<file path="src/rtl/save_chunk_port_if.sv">
// Chunk query/stream bus plus the core-side memory req/ack port of one save-state chunk endpoint.
// The master is the streamer/memory side; the slave is save_chunk_port.
interface save_chunk_port_if #(
   parameter int ADDR_W = 16
);
   // Handshakes:
   //   stream: the master holds query_req/write_req/read_req until data_ack, a one-cycle strobe,
   //           then drops them before issuing the next request.
   //   memory: mem_req is held with mem_we/mem_addr/mem_wdata/mem_be stable until a one-cycle
   //           mem_ack, which also qualifies mem_rdata.
   logic              query_req;
   logic [7:0]        chunk_select;
   logic [31:0]       chunk_address;
   logic              write_req;
   logic [63:0]       write_data;
   logic              read_req;
   logic [63:0]       read_data;
   logic              data_ack;
   logic              mem_req;
   logic              mem_we;
   logic [ADDR_W-1:0] mem_addr;
   logic [63:0]       mem_wdata;
   logic [7:0]        mem_be;
   logic [63:0]       mem_rdata;
   logic              mem_ack;

   modport master (
      output query_req, chunk_select, chunk_address, write_req, write_data, read_req,
             mem_rdata, mem_ack,
      input  read_data, data_ack, mem_req, mem_we, mem_addr, mem_wdata, mem_be
   );

   modport slave (
      input  query_req, chunk_select, chunk_address, write_req, write_data, read_req,
             mem_rdata, mem_ack,
      output read_data, data_ack, mem_req, mem_we, mem_addr, mem_wdata, mem_be
   );
endinterface

</file>
<file path="src/rtl/save_chunk_port.sv">
// Save-state chunk endpoint: answers descriptor queries and moves elements to/from core memory.
// Optional build macro SAVE_CHUNK_CHECK_EN: restore queries are acked only on a matching descriptor.
module save_chunk_port #(
   parameter int CHUNK_ID = 0,
   parameter int SIZE     = 1024,
   parameter int WIDTH    = 1,
   parameter int ADDR_W   = 16
) (
   input  logic                clk,
   input  logic                reset,
   save_chunk_port_if.slave    bus,
   output logic [2:0]          fsm_state
);

   typedef enum logic [2:0] {
      IDLE    = 3'd0,
      QACK    = 3'd1,
      MEM     = 3'd2,
      ACK     = 3'd3,
      RELEASE = 3'd4
   } state_t;

   localparam logic [63:0] DESC = {30'b0, 2'(WIDTH), 32'(SIZE)};

   localparam logic [63:0] ELEM_MASK = (WIDTH == 0) ? 64'h0000_0000_0000_00FF :
                                       (WIDTH == 1) ? 64'h0000_0000_0000_FFFF :
                                       (WIDTH == 2) ? 64'h0000_0000_FFFF_FFFF :
                                                      64'hFFFF_FFFF_FFFF_FFFF;

   localparam logic [7:0] ELEM_BE = (WIDTH == 0) ? 8'h01 :
                                    (WIDTH == 1) ? 8'h03 :
                                    (WIDTH == 2) ? 8'h0F : 8'hFF;

   state_t            state_q, state_d;
   logic [63:0]       data_q, data_d;
   logic              load_data, load_mem;
   logic [ADDR_W-1:0] addr_q;
   logic              we_q;
   logic [63:0]       wdata_q;
   logic              sel, out_of_range, desc_ok, any_req;
   logic              unused_bits;

   assign sel          = (bus.chunk_select[2:0] == 3'(CHUNK_ID));
   assign out_of_range = (bus.chunk_address >= 32'(SIZE));
   assign any_req      = bus.write_req | bus.read_req | bus.query_req;
   assign unused_bits  = &{1'b0, bus.chunk_select[7:3]};

`ifdef SAVE_CHUNK_CHECK_EN
   assign desc_ok = (bus.write_data[33:0] == DESC[33:0]);
`else
   assign desc_ok = 1'b1;
`endif

   always_comb begin
      state_d   = state_q;
      data_d    = '0;
      load_data = 1'b0;
      load_mem  = 1'b0;
      case (state_q)
         IDLE: begin
            if (sel) begin
               if (bus.query_req) begin
                  if (bus.read_req) begin
                     state_d   = QACK;
                     data_d    = DESC;
                     load_data = 1'b1;
                  end else if (bus.write_req) begin
                     // A rejected restore query gets no ack so the streamer times out and skips us.
                     if (desc_ok) begin
                        state_d   = QACK;
                        load_data = 1'b1;
                     end else begin
                        state_d = RELEASE;
                     end
                  end
               end else if (bus.write_req | bus.read_req) begin
                  if (out_of_range) begin
                     state_d   = ACK;
                     load_data = 1'b1;
                  end else begin
                     state_d  = MEM;
                     load_mem = 1'b1;
                  end
               end
            end
         end
         QACK:    state_d = RELEASE;
         MEM: begin
            if (bus.mem_ack) begin
               state_d   = ACK;
               data_d    = bus.mem_rdata & ELEM_MASK;
               load_data = 1'b1;
            end
         end
         ACK:     state_d = RELEASE;
         RELEASE: if (!any_req) state_d = IDLE;
         default: state_d = IDLE;
      endcase
   end

   always_ff @(posedge clk) begin
      if (reset) begin
         state_q <= IDLE;
         data_q  <= '0;
         addr_q  <= '0;
         we_q    <= 1'b0;
         wdata_q <= '0;
      end else begin
         state_q <= state_d;
         if (load_data) data_q <= data_d;
         if (load_mem) begin
            addr_q  <= bus.chunk_address[ADDR_W-1:0];
            we_q    <= bus.write_req;
            wdata_q <= bus.write_data & ELEM_MASK;
         end
      end
   end

   // Outputs are ORed across instances at the top, so read_data is gated to the ack cycle.
   assign bus.data_ack  = (state_q == QACK) || (state_q == ACK);
   assign bus.read_data = bus.data_ack ? data_q : 64'h0;
   assign bus.mem_req   = (state_q == MEM);
   assign bus.mem_we    = we_q;
   assign bus.mem_addr  = addr_q;
   assign bus.mem_wdata = wdata_q;
   assign bus.mem_be    = bus.mem_req ? ELEM_BE : 8'h00;
   assign fsm_state     = state_q;

endmodule

</file>
<file path="src/flat_wrapper.sv">
// flat-port wrapper written by rule: the top's interface ports become plain ports
module save_chunk_port_flat 
#(
   parameter int CHUNK_ID = 0,
   parameter int SIZE     = 1024,
   parameter int WIDTH    = 1,
   parameter int ADDR_W   = 16
)
  (clk, reset, fsm_state, bus_query_req, bus_chunk_select, bus_chunk_address, bus_write_req, bus_write_data, bus_read_req, bus_mem_rdata, bus_mem_ack, bus_read_data, bus_data_ack, bus_mem_req, bus_mem_we, bus_mem_addr, bus_mem_wdata, bus_mem_be);
  save_chunk_port_if #(.ADDR_W(ADDR_W)) bus_i ();
  input  logic clk;
  input  logic reset;
  output logic [2:0] fsm_state;
  input wire logic [$bits(bus_i.query_req)-1:0] bus_query_req;
  input wire logic [$bits(bus_i.chunk_select)-1:0] bus_chunk_select;
  input wire logic [$bits(bus_i.chunk_address)-1:0] bus_chunk_address;
  input wire logic [$bits(bus_i.write_req)-1:0] bus_write_req;
  input wire logic [$bits(bus_i.write_data)-1:0] bus_write_data;
  input wire logic [$bits(bus_i.read_req)-1:0] bus_read_req;
  input wire logic [$bits(bus_i.mem_rdata)-1:0] bus_mem_rdata;
  input wire logic [$bits(bus_i.mem_ack)-1:0] bus_mem_ack;
  output wire logic [$bits(bus_i.read_data)-1:0] bus_read_data;
  output wire logic [$bits(bus_i.data_ack)-1:0] bus_data_ack;
  output wire logic [$bits(bus_i.mem_req)-1:0] bus_mem_req;
  output wire logic [$bits(bus_i.mem_we)-1:0] bus_mem_we;
  output wire logic [$bits(bus_i.mem_addr)-1:0] bus_mem_addr;
  output wire logic [$bits(bus_i.mem_wdata)-1:0] bus_mem_wdata;
  output wire logic [$bits(bus_i.mem_be)-1:0] bus_mem_be;
  assign bus_i.query_req = bus_query_req;
  assign bus_i.chunk_select = bus_chunk_select;
  assign bus_i.chunk_address = bus_chunk_address;
  assign bus_i.write_req = bus_write_req;
  assign bus_i.write_data = bus_write_data;
  assign bus_i.read_req = bus_read_req;
  assign bus_i.mem_rdata = bus_mem_rdata;
  assign bus_i.mem_ack = bus_mem_ack;
  assign bus_read_data = bus_i.read_data;
  assign bus_data_ack = bus_i.data_ack;
  assign bus_mem_req = bus_i.mem_req;
  assign bus_mem_we = bus_i.mem_we;
  assign bus_mem_addr = bus_i.mem_addr;
  assign bus_mem_wdata = bus_i.mem_wdata;
  assign bus_mem_be = bus_i.mem_be;
  save_chunk_port #(.CHUNK_ID(CHUNK_ID), .SIZE(SIZE), .WIDTH(WIDTH), .ADDR_W(ADDR_W)) u_core (.clk(clk), .reset(reset), .bus(bus_i), .fsm_state(fsm_state));
endmodule
</file>
<file path="config.mk">
export PLATFORM = sky130hd
export DESIGN_NAME = save_chunk_port_flat
export DESIGN_NICKNAME = d
export VERILOG_FILES = /design/src/rtl/save_chunk_port_if.sv /design/src/rtl/save_chunk_port.sv /design/src/flat_wrapper.sv
export SDC_FILE = /design/constraint.sdc
export NUM_CORES = 1
export LEC_CHECK = 0
export BUFFER_PORTS_ARGS = -buffer_cell sky130_fd_sc_hd__buf_2
export CAP_MARGIN = 15
export CORE_AREA = 2 2 129 131
export CTS_BUF_LIST = sky130_fd_sc_hd__clkbuf_8
export CTS_CLUSTER_SIZE = 10
export DETAILED_ROUTE_END_ITERATION = 7
export DIE_AREA = 0 0 131 133
export SYNTH_ARGS = -nofsm -noshare
export SYNTH_HDL_FRONTEND = slang
export SYNTH_SLANG_ARGS = --single-unit
</file>
<file path="constraint.sdc">
create_clock -name clk -period 2.2 [get_ports clk]
set_input_delay 0.22 -clock clk [delete_from_list [all_inputs] [get_ports clk]]
set_output_delay 0.22 -clock clk [all_outputs]
set_load 0.05 [all_outputs]
</file>
=== Yosys cells after proc, flatten, opt, wreduce, memory -nomap -nowiden ===
Cells that the tools add are included.

* Bitwise gates (word level): 2
* Muxes and demuxes: 29
* Eq/ne operators: 9
* Reductions and logical operators: 5
* Magnitude comparators: 1

{| class="wikitable"
|+ Operators by type and width
! kind !! number
|-
| $mux W64 || 3
|-
| $pmux W64 S2 || 1
|-
| $mux W33 || 1
|-
| $ge A32 B11 Y1 const B || 1
|-
| $mux W3 || 7
|-
| $mux W16 || 1
|-
| $mux W1 || 13
|-
| $pmux W3 S4 || 1
|-
| $eq A3 B2 Y1 const B || 2
|-
| $logic_not A3 Y1 || 2
|-
| $reduce_and A5 Y1 || 1
|-
| $ne A2 B2 Y1 const B || 2
|-
| $ne A4 B4 Y1 const B || 1
|-
| $eq A3 B1 Y1 const B || 1
|-
| $eq A3 B3 Y1 const B || 1
|-
| $ne A3 B2 Y1 const B || 1
|-
| $mux W2 || 1
|-
| $ne A2 B1 Y1 const B || 1
|-
| $or A1 B1 Y1 || 2
|-
| $pmux W1 S2 || 1
|-
| $reduce_or A2 Y1 || 1
|-
| $logic_or A1 B1 Y1 || 1
|}

* Bits in registers: 100
* Output and inout bits: 158
* Input bits: 174

=== Logic depth before layout (Yosys ltp) ===
Gate-level depths: netlist of run 1.

* Word-level depth: 6
* Gate-level depth with buffers: 6
* Mapped depth without buffers: 4

=== Least setup slack after synthesis of run 1 ===
Ideal clock, no wire load.

* Kind: reg2reg
* Start: register u_core.state_q[0], in the netlist u_core.fsm_state[0]
* End: register u_core.data_q[11]
* Data arrival time: 2.453 ns
* Buffers on the path: 1
* Setup slack: -0.371 ns
* Required time: 2.083 ns
* Setup time: 0.117 ns
* Stages on the path, launching flop included: 6
* Period minus slack after synthesis: 2.571 ns
* Cells stage by stage: dfxtp_1 -> or2_2 -> nor2_1 -> a21oi_1 -> clkbuf_1 -> a32o_1

* Word-level cells in the longest chain between the ends: 2
* Elaborated cells between the ends (all ways): 4

{| class="wikitable"
|+ Ends and longest elaborated chain
! element !! RTL line !! source
|-
| start, declared || save_chunk_port.sv:34 || <nowiki>state_t state_q, state_d;</nowiki>
|-
| start signal, assigned || save_chunk_port.sv:109 || <nowiki>state_q <= state_d;</nowiki>
|-
| $eq A3 B2 Y1 (*) || n/a ||
|-
| named net bus_mem_req || flat_wrapper.sv:24 || <nowiki>output wire logic [$bits(bus_i.mem_req)-1:0] bus_mem_req;</nowiki>
|-
| $pmux W64 S2 / $pmux W1 S2 (equally long branches) || save_chunk_port.sv:59 || <nowiki>case (state_q)</nowiki>
|-
| end signal, assigned || save_chunk_port.sv:110 || <nowiki>if (load_data) data_q <= data_d;</nowiki>
|-
| end, declared || save_chunk_port.sv:35 || <nowiki>logic [63:0] data_q, data_d;</nowiki>
|}

Mark *: on every way through the listed nets, which the timed path passes. The rest lies on a longest branch.
A chain may end at the register's enable or synchronous reset.

=== Worst setup path after layout of run 1 ===
* Start: register u_core.state_q[0], in the netlist u_core.fsm_state[0]
* End: register u_core.wdata_q[4], in the netlist u_core.bus.mem_wdata[4]

* Word-level cells in the longest chain between the ends: 2

{| class="wikitable"
|+ Ends and longest elaborated chain
! element !! RTL line !! source
|-
| $logic_not A3 Y1 || save_chunk_port.sv:59 ||
|-
| $mux W1 || save_chunk_port.sv:59 ||
|-
| end signal, assigned || save_chunk_port.sv:114 || <nowiki>wdata_q <= bus.write_data & ELEM_MASK;</nowiki>
|-
| end, declared || save_chunk_port.sv:39 || <nowiki>logic [63:0] wdata_q;</nowiki>
|}

Every way passes these cells.

==> flow_metrics.tcl, run 1 <==
set metrics [dict create \
    outcome "finished clean" \
    cts_hold_buffers 0 \
    power_uw 2330 \
    criticalPathCategory "flop to flop" \
    final_nets 649 \
    cts.sinks 53 \
    synth_cells 348 \
    fp.dieH_microns 133 \
    timing.setup.tns_ns 0 \
    setup_ws_ns 0.253 \
    dr.first_iter.drc_count 105 \
    synth_area_sq_um 3160 \
    yosysWarningCount 0 \
    multi_input_area_sq_um 1560 \
    cp.required_ns 2.41 \
    synthSimpleGateAreaFrac_pct 16.1 \
    portBuffers 129 \
    start_util_pct 19.5 \
    placement_rows 47 \
    rrSetupSlack_ns 0.25 \
    synth_area_per_cell_sq_um 9.07 \
    cts.reportedPaths.clkPinSlew_ns 0.11 \
    rsz0062_at_grt "false" \
    synth_compound_area_share_pct 20.9 \
    grt_start_max_net_pins 32 \
    grt.total_usage_pct 9.78 \
    maxCapViolCount 0 \
    fp.coreArea_sq_um 16200 \
    vdd_drop_max_mv 0.206 \
    hpwlAfterDp_mm 6.58 \
    synth_top_family_by_area "buffers and inverters" \
    cts.repair.resized 0 \
    numCtsBuffers 5 \
    wl_mm 8.78 \
    seqCellArea_sq_um 1060 \
    layout_common_cells "buf_2 (129), conb_1 (101), dfxtp_1 (53), a21oi_1 (31), nand4_1 (29)" \
    synth-seq-area-share_pct 33.6 \
    cts_max_level 2 \
    synthTopCellsByArea "dfxtp_1 (34%), buf_4 (25%), o31ai_2 (7.9%), nand4_1 (5.7%), a21oi_1 (4.9%)" \
    hold_depth 2 \
    placed_cell_area_sq_um 3730 \
    slew_viol_final 0 \
    ios 332 \
    antenna_found_initial 5 \
    postRouteAntennaNets 0 \
    fin_hold_ws_ns 0.0976 \
    r2r_start "u_core.fsm_state[0]$_SDFFE_PP0P_" \
    dr.pass1.iters 5 \
    arrival_ns 2.16 \
    die_width_microns 131 \
    p_leak_uw 0.00176 \
    cp_max_fo 18 \
    grt_pass1_wl_mm 13.0 \
    grt_overflow 0 \
    hold_viol_final 0 \
    drive_gt1_share_pct 39.1 \
    setup_violations 0 \
    min_to "u_core.data_q[9]$_SDFFE_PP0P_" \
    synth.area.mux_share_pct 0 \
    reg2reg_to "u_core.bus.mem_wdata[4]$_SDFFE_PP0P_" \
    avgRoutedWirePerCell_microns 12.6 \
    drc_errors 0 \
    clockBufferDepth 2 \
    relSlewSlack_pct 61.3 \
    final_area_sq_um 3870 \
    cts_tree "built" \
    syn_to_final_growth_pct 22.5 \
    finalCritPeriodShare_pct 88.5 \
    finClkSkew_ns 0.0113 \
    endpoint_kind "flop" \
    synth_top_area_share_pct 33.6 \
    die_area_sq_um 17400 \
    synthAdderAreaFrac_pct 0 \
    cellPowerDensity_nw_per_um2 603 \
    fmax_mhz 514 \
    place_ws_ns 0.228 \
    hold_start "bus_mem_rdata[9]" \
    cts_root_buf "clkbuf_8" \
    final_common_cell "buf_2" \
    start_kind "flop" \
    vias_per_cell 3.83 \
    synth_xor_area_share_pct 0 \
    insertion_delay_ns 0.33 \
    routabilityCongestion 0.764 \
    ys_ff_latch 53 \
    num-fill-cells 1818 \
    tightest_slew_ns 0.573 \
    vias 2674 \
    synth_top_area_cell "dfxtp_1" \
    synth_cell_type_count 32 \
    first_global_vias 2354 \
    final.min_clock_period_ns 1.95 \
    hp-class "primary input to flop" \
    r2r_cells 5 \
    postCtsSetupRepairBufs 0 \
]
critical path, cell delays in order (launching register included):
cell and delay, ns:
dfxtp_1 0.37, or3_4 0.40, or3_2 0.50, buf_4 0.24, o31ai_1 0.21, a21oi_1 0.09
sequential cells by signal, summed over array words and instances, names as in the netlist:
register / cells
u_core.data_q: 17
u_core.bus.mem_addr: 16
u_core.bus.mem_wdata: 16
u_core.fsm_state: 3
u_core.bus.mem_we: 1
per-layer routing:
metal	part of all wire (%)	global-route usage, %
met3	9.5	3.80
met5	0.15	0
met4	1.2	3.01
met1	41	11.5
met2	48	16.3
synthesized netlist by cell type:
master       n
or3_1        3
a31o_2       1
buf_1        2
dfxtp_1     53
nand2_1      4
a2bb2oi_1    1
and2_1      17
or3_4        1
buf_2        6
o31ai_1      7
inv_1        5
clkbuf_1    14
nor4_1       7
a32o_1      15
a21oi_1     31
nand4bb_1    1
o221ai_1     1
nor2_1       6
a221oi_1     1
conb_1       1
buf_4      104
and4_1       1
nor2b_1      1
o31ai_2     20
o21ai_2      1
nor3_2       2
buf_6        3
nor3b_1      6
or2_2        1
nor3_1       2
nand4_1     29
o311ai_0     1
logic make-up after synthesis:
family / after synthesis
flops: 53
buf+inv: 134
other cells: 1
simple gates: 81
compound gates: 79
area by class of cell:
class | instances | area share [%]
Multi-Input combinational cell | 261 | 40.5
Sequential cell | 53 | 27.4
Timing Repair Buffer | 149 | 20.9
Tap cell | 220 | 7.12
Clock buffer | 5 | 1.78
Clock inverter | 3 | 1.68
Inverter | 5 | 0.485
Antenna cell | 2 | 0.129
how the worst max path moves through the flow:
stage / from / to / slack (ns) / cells past startpoint
2_1_floorplan: u_core.fsm_state[0]$_SDFFE_PP0P_ / bus_read_data[11] / 0.09 / 3
3_3_place_gp: bus_chunk_select[1] / u_core.bus.mem_addr[14]$_SDFFE_PP0P_ / 0.24 / 7
3_5_place_dp: bus_chunk_select[1] / u_core.bus.mem_addr[12]$_SDFFE_PP0P_ / 0.23 / 7
4_1_cts: u_core.fsm_state[0]$_SDFFE_PP0P_ / u_core.bus.mem_addr[12]$_SDFFE_PP0P_ / 0.23 / 6
5_1_grt: u_core.fsm_state[0]$_SDFFE_PP0P_ / u_core.bus.mem_wdata[4]$_SDFFE_PP0P_ / 0.11 / 5
6_report: u_core.fsm_state[0]$_SDFFE_PP0P_ / u_core.bus.mem_wdata[4]$_SDFFE_PP0P_ / 0.25 / 5
through the flow:
| step | utilization, % | std cells |
|---|---|---|
| 6_report | 23.9 | 698 |
| 5_1_grt | 23.9 | 696 |
| 4_1_cts | 23.9 | 696 |
| 3_5_place_dp | 23.0 | 688 |
| 3_3_place_gp | 23.0 | 688 |
| 2_1_floorplan | - | 448 |
where the power goes:
part / internal, uW / switching, uW
Sequential: 965 / 3.82
Clock: 453 / 357
Combinational: 73.8 / 478
Total: 1490 / 838
Note: power is estimated with default switching activity, not from simulation.
==> inputs of run 2 (changes only) <==
--- a/config.mk
+++ b/config.mk
@@ -5,7 +5,7 @@
 export SDC_FILE = /design/constraint.sdc
 export NUM_CORES = 1
 export LEC_CHECK = 0
-export BUFFER_PORTS_ARGS = -buffer_cell sky130_fd_sc_hd__buf_2
+export BUFFER_PORTS_ARGS = -buffer_cell sky130_fd_sc_hd__buf_4
 export CAP_MARGIN = 15
 export CORE_AREA = 2 2 129 131
 export CTS_BUF_LIST = sky130_fd_sc_hd__clkbuf_8
==> run 2 against run 1 <==
Net effect:
- clock skew is 0.0023 ns lower
- clock power is 12% lower
- worst setup slack worse by 0.024 ns
- fmax is 1.2% lower
- sequential share of layout area is 2.0 points lower
- clock-buffer cell count is 1 higher
- sequential power hardly changed
- first-iteration DRC count is 33% lower
- final cell count is 0.57% lower
- register-to-register slack worse by 0.02 ns
- via count is 0.30% higher
- largest cell class unchanged
- largest power group unchanged
==> flow_metrics.tcl, run 2 (same netlist as run 1, synthesis figures left out) <==
set metrics [dict create \
    criticalPathCategory "flop to flop" \
    vias_per_cell 3.86 \
    min_to "u_core.data_q[2]$_SDFFE_PP0P_" \
    dr.first_iter.drc_count 70 \
    postCtsSetupRepairBufs 0 \
    first_global_vias 2388 \
    rsz0062_at_grt "false" \
    grt.total_usage_pct 9.67 \
    hp-class "primary input to flop" \
    diodes 0 \
    clockBufferDepth 2 \
    cp.required_ns 2.39 \
    numCtsBuffers 5 \
    hpwlAfterDp_mm 6.59 \
    place_ws_ns 0.198 \
    fin_cells 694 \
    final_util_pct 25.8 \
    tightest_slew_ns 0.551 \
    cts_tree "built" \
    rrSetupSlack_ns 0.23 \
    dr.pass1.iters 4 \
    cts_root_buf "clkbuf_8" \
    drc_errors 0 \
    grt_start_max_net_pins 41 \
    syn_to_final_growth_pct 32.1 \
    wl_mm 8.88 \
    arrival_ns 2.16 \
    regMostFlops "u_core.data_q" \
    start_kind "flop" \
    grt_overflow 0 \
    portBuffers 129 \
    die_area_sq_um 17400 \
    cp_max_fo 18 \
    insertion_delay_ns 0.31 \
    endpoint_kind "flop" \
    antenna_found_initial 0 \
    die_width_microns 131 \
    avgRoutedWirePerCell_microns 12.8 \
    placedCellCount 686 \
    final_common_cell "buf_4" \
    postRouteAntennaNets 0 \
    fp.dieH_microns 133 \
    hold_depth 2 \
    timing.setup.tns_ns 0 \
    drive_gt1_share_pct 38.8 \
    routabilityCongestion 0.765 \
    fmax_mhz 507 \
    cellPowerDensity_nw_per_um2 545 \
    final.min_clock_period_ns 1.97 \
    r2r_cells 5 \
    relSlewSlack_pct 62.8 \
    finalCritPeriodShare_pct 89.6 \
    finClkSkew_ns 0.00897 \
    outcome "finished clean" \
    largest_reg_flops 17 \
    grt_pass1_wl_mm 13.1 \
    setup_violations 0 \
    cts.sinks 53 \
    setup_ws_ns 0.229 \
    maxCapViolCount 0 \
    p_leak_uw 0.00181 \
    placement_rows 47 \
    vias 2682 \
    hold_viol_final 0 \
    layout_common_cells "buf_4 (145), conb_1 (101), dfxtp_1 (53), a21oi_1 (31), nand4_1 (29)" \
    cts.repair.resized 0 \
    final_nets 647 \
    reg2reg_to "u_core.bus.mem_wdata[4]$_SDFFE_PP0P_" \
    cts.reportedPaths.clkPinSlew_ns 0.11 \
    cts_hold_buffers 0 \
    vdd_drop_max_mv 0.365 \
    hold_start "bus_mem_rdata[2]" \
    start_util_pct 19.5 \
    slew_viol_final 0 \
    power_uw 2270 \
    cts_max_level 2 \
    fp.coreArea_sq_um 16200 \
    ios 332 \
    r2r_start "u_core.fsm_state[0]$_SDFFE_PP0P_" \
]
[run 2: how the worst max path moves through the flow]
stage	slack, ns	depth (start not counted)	endpoint	start
global placement	0.21	7	u_core.bus.mem_addr[11]$_SDFFE_PP0P_	bus_chunk_select[1]
floorplan	0.09	3	bus_read_data[11]	u_core.fsm_state[0]$_SDFFE_PP0P_
detailed placement	0.20	6	u_core.bus.mem_wdata[4]$_SDFFE_PP0P_	bus_chunk_select[1]
global route	0.07	5	u_core.bus.mem_wdata[4]$_SDFFE_PP0P_	u_core.fsm_state[0]$_SDFFE_PP0P_
finish	0.23	5	u_core.bus.mem_wdata[4]$_SDFFE_PP0P_	u_core.fsm_state[0]$_SDFFE_PP0P_
CTS	0.22	6	u_core.bus.mem_addr[15]$_SDFFE_PP0P_	u_core.fsm_state[0]$_SDFFE_PP0P_
[run 2: through the flow]
step | instance area, sq um | hold slack (ns)
6_report | 4170 | 0.111
5_1_grt | 4170 | 0.0904
4_1_cts | 4170 | 0.0906
3_5_place_dp | 4050 | 0.435
3_3_place_gp | 4050 | 0.431
2_1_floorplan | 3540 | 0.346
[run 2: area by class of cell]
cell class | count | area (sq um)
clock buffer | 6 | 82.6
clock inverter | 2 | 37.5
fill | 1788 | 12000
inverter | 5 | 18.8
multi-input combinational | 261 | 1560
sequential | 53 | 1060
tap | 220 | 275
timing repair buffer | 147 | 1130
[run 2: power by group]
group	internal [uW]	total (uW)	switching, uW
registers	965	969	3.91
logic	111	587	477
clock network	371	714	344
[run 2: critical path: stages, from the launching register on]
cell and delay [ns]:
dfxtp_1 0.37, or3_4 0.40, or3_2 0.50, buf_4 0.24, o31ai_1 0.22, a21oi_1 0.10
[run 2: layer usage]
layer  GRT usage [%]  share of wire [%]  up-vias  wire [microns]
met5               0                  0        -               0
li1                -                  -     1300               -
met4            1.65               0.71        0              63
met2            16.7                 49      134            4330
met1            11.3                 40     1242            3510
met3            3.96                 11        6             969
